## config.mk

```make
export PLATFORM = sky130hd
export DESIGN_NAME = stage_sequencer
export DESIGN_NICKNAME = d
export VERILOG_FILES = /design/src/rtl/stage_pkg.sv /design/src/rtl/level_loader.sv /design/src/rtl/stage_sequencer.sv
export SDC_FILE = /design/constraint.sdc
export NUM_CORES = 1
export LEC_CHECK = 0
export BUFFER_PORTS_ARGS = -buffer_cell sky130_fd_sc_hd__buf_2
export CAP_MARGIN = 30
export CORE_MARGIN = 1.5
export CORE_UTILIZATION = 50
export CTS_BUF_LIST = sky130_fd_sc_hd__clkbuf_8
export CTS_CLUSTER_DIAMETER = 50
export DETAILED_ROUTE_END_ITERATION = 16
export GPL_ROUTABILITY_DRIVEN = 0
export PLACE_DENSITY = 0.72
export SLEW_MARGIN = 15
export SYNTH_ARGS = -nofsm -noshare
export SYNTH_HDL_FRONTEND = slang
export SYNTH_SLANG_ARGS = --single-unit
```

## constraint.sdc

```tcl
create_clock -name clk -period 5.74 [get_ports clk]
set_clock_uncertainty 0.1 [all_clocks]
set_input_delay 0 -clock clk [delete_from_list [all_inputs] [get_ports clk]]
set_output_delay 0 -clock clk [all_outputs]
set_load 0.05 [all_outputs]
```

## src/rtl/stage_pkg.sv

```systemverilog
// Shared definitions for the stage sequencer: FSM state type, default
// parameter values and a width helper used to size address/index ports.
package stage_pkg;

   typedef enum logic [1:0] {
      IDLE,
      LOAD,
      PLAY,
      DONE
   } state_t;

   localparam int unsigned DEF_NUM_LEVELS    = 4;
   localparam int unsigned DEF_OBJECTS_COUNT = 20;
   localparam int unsigned DEF_FIELDS        = 3;
   localparam int unsigned DEF_DATA_W        = 9;
   localparam int unsigned DEF_TIME_LIMIT    = 60;
   localparam int unsigned DEF_TIME_W        = 9;
   localparam int unsigned DEF_MONEY_W       = 16;
   localparam int unsigned DEF_GOAL_BASE     = 100;
   localparam int unsigned DEF_GOAL_STEP     = 50;

   // Bits needed to index n items; never narrower than one bit.
   function automatic int unsigned width_of(input int unsigned n);
      return (n > 1) ? $clog2(n) : 1;
   endfunction

endpackage

```

## src/rtl/level_loader.sv

```systemverilog
// Streams one level's object table out of a synchronous ROM: issues WORDS
// consecutive addresses from i_base, then mirrors each as a write one cycle later.
module level_loader
   import stage_pkg::*;
#(
   parameter int unsigned WORDS  = 60,
   parameter int unsigned ROM_AW = 8,
   parameter int unsigned IDX_W  = 6
) (
   input  logic              clk,
   input  logic              resetN,
   input  logic              i_start,
   input  logic [ROM_AW-1:0] i_base,
   output logic              o_busy,
   output logic              o_done,
   output logic [ROM_AW-1:0] o_rom_addr,
   output logic              o_wr_en,
   output logic [IDX_W-1:0]  o_wr_idx
);

   localparam logic [IDX_W-1:0] LAST_IDX = IDX_W'(WORDS - 1);

   logic              r_addr_busy;
   logic [IDX_W-1:0]  r_cnt;
   logic [ROM_AW-1:0] r_addr;
   logic              r_wr_en;
   logic [IDX_W-1:0]  r_wr_idx;

   // NOTE: sequential state uses non-blocking assignments only, so every
   // register sees the pre-edge value of every other register.
   always_ff @(posedge clk or negedge resetN) begin
      if (!resetN) begin
         r_addr_busy <= 1'b0;
         r_cnt       <= '0;
         r_addr      <= '0;
         r_wr_en     <= 1'b0;
         r_wr_idx    <= '0;
      end else begin
         // The write for address k lands when the ROM presents its data.
         r_wr_en <= r_addr_busy;
         if (r_addr_busy) begin
            r_wr_idx <= r_cnt;
         end

         if (i_start) begin
            r_addr_busy <= 1'b1;
            r_cnt       <= '0;
            r_addr      <= i_base;
         end else if (r_addr_busy) begin
            if (r_cnt == LAST_IDX) begin
               r_addr_busy <= 1'b0;
            end else begin
               r_cnt  <= r_cnt + 1'b1;
               r_addr <= r_addr + 1'b1;
            end
         end
      end
   end

   assign o_busy     = r_addr_busy | r_wr_en;
   assign o_done     = r_wr_en && (r_wr_idx == LAST_IDX);
   assign o_rom_addr = r_addr_busy ? r_addr : '0;
   assign o_wr_en    = r_wr_en;
   assign o_wr_idx   = r_wr_en ? r_wr_idx : '0;

endmodule

```

## src/rtl/stage_sequencer.sv

```systemverilog
// Multi-level game sequencer: loads each level's objects from ROM, runs the
// per-level countdown, accumulates money and grades the level against its goal.
module stage_sequencer
   import stage_pkg::*;
#(
   parameter int unsigned NUM_LEVELS    = DEF_NUM_LEVELS,
   parameter int unsigned OBJECTS_COUNT = DEF_OBJECTS_COUNT,
   parameter int unsigned FIELDS        = DEF_FIELDS,
   parameter int unsigned DATA_W        = DEF_DATA_W,
   parameter int unsigned TIME_LIMIT    = DEF_TIME_LIMIT,
   parameter int unsigned TIME_W        = DEF_TIME_W,
   parameter int unsigned MONEY_W       = DEF_MONEY_W,
   parameter int unsigned GOAL_BASE     = DEF_GOAL_BASE,
   parameter int unsigned GOAL_STEP     = DEF_GOAL_STEP
) (
   input  logic                                                  clk,
   input  logic                                                  resetN,
   input  logic                                                  enable,
   input  logic                                                  oneSecPulse,
   input  logic                                                  collectValid,
   input  logic [MONEY_W-1:0]                                    collectValue,
   output logic [width_of(NUM_LEVELS*OBJECTS_COUNT*FIELDS)-1:0]  romAddr,
   input  logic [DATA_W-1:0]                                     romData,
   output logic                                                  objWrEn,
   output logic [width_of(OBJECTS_COUNT*FIELDS)-1:0]             objWrIdx,
   output logic [DATA_W-1:0]                                     objWrData,
   output logic                                                  loading,
   output logic                                                  playing,
   output logic [width_of(NUM_LEVELS)-1:0]                       currentLevel,
   output logic [TIME_W-1:0]                                     timeLeft,
   output logic [MONEY_W-1:0]                                    money,
   output logic                                                  stageEnded,
   output logic                                                  stageFailed,
   output logic                                                  lastLevelEnded
);

   localparam int unsigned WORDS  = OBJECTS_COUNT * FIELDS;
   localparam int unsigned ROM_AW = width_of(NUM_LEVELS * WORDS);
   localparam int unsigned IDX_W  = width_of(WORDS);
   localparam int unsigned LVL_W  = width_of(NUM_LEVELS);

   localparam logic [LVL_W-1:0]  LAST_LEVEL = LVL_W'(NUM_LEVELS - 1);
   localparam logic [TIME_W-1:0] TIME_INIT  = TIME_W'(TIME_LIMIT);

   state_t             r_state;
   state_t             w_next_state;
   logic               r_enable_d;
   logic [LVL_W-1:0]   r_level;
   logic [TIME_W-1:0]  r_time;
   logic [MONEY_W-1:0] r_money;
   logic [MONEY_W-1:0] r_lvl_money;
   logic               r_last;

   logic               w_enable_rise;
   logic               w_load_start;
   logic               w_load_busy;
   logic               w_load_done;
   logic               w_active;
   logic               w_tick;
   logic               w_expire;
   logic               w_collect;
   logic               w_pass;
   logic [MONEY_W-1:0] w_goal;
   logic [MONEY_W:0]   w_money_sum;
   logic [MONEY_W:0]   w_lvl_sum;
   logic [MONEY_W-1:0] w_money_sat;
   logic [MONEY_W-1:0] w_lvl_sat;
   logic [ROM_AW-1:0]  w_rom_base;
   logic               w_wr_en;
   logic [IDX_W-1:0]   w_wr_idx;
   logic [ROM_AW-1:0]  w_rom_addr;

   assign w_enable_rise = enable & ~r_enable_d;
   assign w_active      = (r_state == PLAY) && enable;
   assign w_tick        = w_active && oneSecPulse;
   assign w_expire      = w_tick && (r_time == TIME_W'(1));
   assign w_collect     = w_active && collectValid;

   // Both accumulators clamp at all-ones instead of wrapping.
   assign w_money_sum = {1'b0, r_money} + {1'b0, collectValue};
   assign w_lvl_sum   = {1'b0, r_lvl_money} + {1'b0, collectValue};
   assign w_money_sat = w_money_sum[MONEY_W] ? '1 : w_money_sum[MONEY_W-1:0];
   assign w_lvl_sat   = w_lvl_sum[MONEY_W] ? '1 : w_lvl_sum[MONEY_W-1:0];

   assign w_goal     = MONEY_W'(GOAL_BASE) + MONEY_W'(r_level) * MONEY_W'(GOAL_STEP);
   assign w_pass     = (r_lvl_money >= w_goal);
   assign w_rom_base = ROM_AW'(r_level) * ROM_AW'(WORDS);

   level_loader #(
      .WORDS  (WORDS),
      .ROM_AW (ROM_AW),
      .IDX_W  (IDX_W)
   ) u_loader (
      .clk        (clk),
      .resetN     (resetN),
      .i_start    (w_load_start),
      .i_base     (w_rom_base),
      .o_busy     (w_load_busy),
      .o_done     (w_load_done),
      .o_rom_addr (w_rom_addr),
      .o_wr_en    (w_wr_en),
      .o_wr_idx   (w_wr_idx)
   );

   always_ff @(posedge clk or negedge resetN) begin
      if (!resetN) begin
         r_state <= IDLE;
      end else begin
         r_state <= w_next_state;
      end
   end

   always_comb begin
      // NOTE: every output of this block gets a default first, so no path
      // through the case leaves a signal unassigned and infers a latch.
      w_next_state = r_state;
      w_load_start = 1'b0;
      stageEnded   = 1'b0;
      stageFailed  = 1'b0;
      unique case (r_state)
         IDLE: begin
            if (w_enable_rise && !r_last) begin
               w_next_state = LOAD;
               w_load_start = 1'b1;
            end
         end
         LOAD: begin
            if (w_load_done) begin
               w_next_state = PLAY;
            end
         end
         PLAY: begin
            if (w_expire) begin
               w_next_state = DONE;
            end
         end
         DONE: begin
            stageEnded   = w_pass;
            stageFailed  = !w_pass;
            w_next_state = IDLE;
         end
         default: w_next_state = IDLE;
      endcase
   end

   always_ff @(posedge clk or negedge resetN) begin
      if (!resetN) begin
         r_enable_d  <= 1'b0;
         r_level     <= '0;
         r_time      <= TIME_INIT;
         r_money     <= '0;
         r_lvl_money <= '0;
         r_last      <= 1'b0;
      end else begin
         r_enable_d <= enable;

         if ((r_state == LOAD) && w_load_done) begin
            r_time      <= TIME_INIT;
            r_lvl_money <= '0;
         end

         if (w_tick && (r_time != '0)) begin
            r_time <= r_time - 1'b1;
         end

         // A collect in the expiry cycle still counts toward grading.
         if (w_collect) begin
            r_money     <= w_money_sat;
            r_lvl_money <= w_lvl_sat;
         end

         if ((r_state == DONE) && w_pass) begin
            if (r_level == LAST_LEVEL) begin
               r_last <= 1'b1;
            end else begin
               r_level <= r_level + 1'b1;
            end
         end
      end
   end

   assign romAddr        = w_rom_addr;
   assign objWrEn        = w_wr_en;
   assign objWrIdx       = w_wr_idx;
   assign objWrData      = w_wr_en ? romData : '0;
   assign loading        = (r_state == LOAD);
   assign playing        = w_active;
   assign currentLevel   = r_level;
   assign timeLeft       = r_time;
   assign money          = r_money;
   assign lastLevelEnded = r_last;

   // The loader's busy flag spans exactly the LOAD state.
   logic w_unused_busy;
   assign w_unused_busy = w_load_busy;

endmodule

```

==> out/metrics.cfg <==
[route]
wl_per_cell_microns = 15.2
vias_per_cell = 5.69
postRouteAntennaNets = 0
drtIter0Drc = 263
vias = 4334
totalWireLength_microns = 11600
drc = 0
drt_pass1_iterations = 5

[clock_network]
post_cts_buffers = 0
clockBufferDepth = 2
cts_tree = yes
path_clk_slew_ps = 80
insertion_delay_ps = 360
cts.sinks = 69
cts_buffers = 9
htree_levels = 3
cts_root_buffer = clkbuf_8

[logic_synthesis]
synthArstFlopShare_pct = 100
synth_compound_area_share_pct = 22.2
synth_area_leaders = dfrtp_1 (32%), ha_1 (14%), a21oi_1 (5.5%)
syn_inst = 539
synthMuxAreaShare_pct = 3.11
synth_xor_xnor_area_share_pct = 5.75
synth_area_per_cell_sq_um = 9.33
synth_edf_count = 0
yosysSeqAreaShare_pct = 34.4
syn_area_sq_mm = 0.00503
yosys.area.top_type = dfrtp_1
yosys_register_bits = 69
yosysMostFrequentCell = dfrtp_1
synthSimpleGateAreaFrac_pct = 16.2
synth-main-ff-cell = dfrtp_1
synth_top_family_by_area = compound AO/OA/AOI/OAI gates
ys_types = 71
synth_fa_ha_area_share_pct = 14.5
synth_fp_nets = 626
yosys_warnings = 0
yosys-top-cells-count = dfrtp_1 (65), a21oi_1 (55), ha_1 (55)
synthDominantCellAreaShare_pct = 32.3

[sta]
slew_headroom_pct = 40.7
slew_viol_final = 0
timing.fmax_ghz = 0.343
fin_ws_ps = 2830
min_period_ps = 2910
fin_crit_sh_pct = 50.7
tightest_slew_ps = 880
rsz0062_at_grt = no
hold_viol_final = 0
timing.setup.tns_ps = 0
setup_viol_count_final = 0

[finish]
fillerInstances = 868
drive_above_1_share_pct = 22.4
layoutNonFillerInstCount = 762
multi_input_area_sq_mm = 0.00311
register_area_sq_mm = 0.00173
diodes = 0
area_growth_pct = 15.2
num-nets-final = 711

[power]
power_uw = 938
powerDensity_mw_per_mm2 = 162
ir_worst_vdd_v = 0.000130
p_leak_uw = 0.00286

[grt]
grt_overflow = 0
grt_max_degree = 70
grt_usage_pct = 22.9
grt_first_pass_wirelength_microns = 18900
grt_pass1_vias = 3981
antenna_found_initial = 0

[status]
status = finished, final reports clean

[floorplan]
initial_core_util_pct = 51.4
die_w_microns = 103
dieHeight_microns = 103
core_area_sq_mm = 0.00977
num_rows = 36
die_area_sq_mm = 0.0107
ios = 86

[worst_setup_path]
cp-startpoint = currentLevel[0]
cp_num_buf_inv = 2
crit_top_cell = ha_1
critPathMaxFanout = 8
critPathRequiredTime_ps = 5640
cp_top_family = compound AO/OA/AOI/OAI gates
reg2reg_slack_ps = 3050
r2r-start = currentLevel[0]
slowest_delay_ps = 500
path_class = register to primary output
end_kind = primary output
cp_data_arrival_time_ps = 2810
critPathSlowestCell = dfrtp_1
crit_chain = inv_1, ha_1, ha_1, a211o_1, o221ai_1, a21o_1, nand2b_1, a21oi_1, buf_2
startpoint_type = register

[flow_run]
maxCapViolCount = 0

[placed_design]
dp_slack_ps = 3070
portBuffers = 85
dp_cells = 739
dp_hpwl_microns = 8640

[worst_hold_path]
min_from = collectValue[1]
min_path_type = primary input to register

## cell families after synthesis
kind of cell	after synthesis
muxes	14
and+or+nand+nor	158
xor gates and xnor gates	33
adders and majority gates	57
DFF	69
buffers and inverters	39
AOI/OAI and AO/OA	169
## through the flow
stage | hold WS, ps | util, % | cell area, sq um
final | 23.1 | 59.3 | 5790
after global placement | 74.6 | 56.5 | 5530
after detailed placement | 81.4 | 56.5 | 5530
after global routing | 45.0 | 59.3 | 5790
after CTS | 6.75 | 59.1 | 5770
after floorplan | -396 | - | 5030
## flip-flops by register name, indices dropped and copies added (netlist names)
name,cells
u_loader.r_wr_idx,6
u_loader.r_addr,8
timeLeft,9
r_enable_d,1
u_loader.r_cnt,6
u_loader.o_wr_en,1
lastLevelEnded,1
r_state,2
r_lvl_money,16
u_loader.r_addr_busy,1
currentLevel,2
money,16
## worst paths after layout
path | to | cells after the start
worst max-delay path | stageFailed | 9
worst min-delay path | money[1] | 3
worst max register to register | currentLevel[1] | 9
max in group asynchronous | timeLeft[5] | 4
min in group asynchronous | u_loader.r_addr[0] | 3
worst min register to register | u_loader.r_wr_idx[4] | 1
## power by group
part | internal (uW) | total [uW] | switching, uW
combinational | 30.1 | 74.4 | 44.3
sequential | 486 | 486 | 0.237
clock | 180 | 377 | 197
## layout make-up
| class | instances | share of cell area (%) |
|---|---|---|
| tap | 133 | 2.87 |
| timing repair buffer | 95 | 9.12 |
| clock buffer | 11 | 2.61 |
| inverter | 18 | 1.17 |
| sequential | 69 | 29.9 |
| clock inverter | 5 | 0.583 |
| multi-input combinational | 431 | 53.7 |
## repair_timing
item | in CTS | in global routing
gates resized for setup | 0 | 0
hold buffers | 6 | 0
hold endpoints to repair | 72 | 0
## layout by cell type, fill, tap and decap left out, drive strengths merged, types with 4 or more instances in the layout
cell type     n
nor3          9
nor2         36
and2         25
nand3         9
inv          19
clkbuf       11
o21a          6
buf          89
or3           6
dfrtp        65
nand2        37
mux2i         4
dfstp         4
o22a         14
ha           55
xnor2        18
nand4        10
mux2         10
o21ai        40
a211oi        7
xor2         15
dlygate4sd3   6
nand2b        5
and3          5
a21o          9
o31ai         5
a21oi        57
nor2b         5
a31oi         5
## per-layer routing
layer  GRT usage, %  wire, microns  vias up
met2           38.3           5470      121
met5              0              0        -
met3           4.50            535       12
met1           30.2           5430     2057
li1               -              -     2144
met4           6.76            144        0
## worst min-delay path: stages
cell and delay (ps):
buf_2 160, fa_1 180, o22a_2 110
Power figures use the tool's default switching activity.
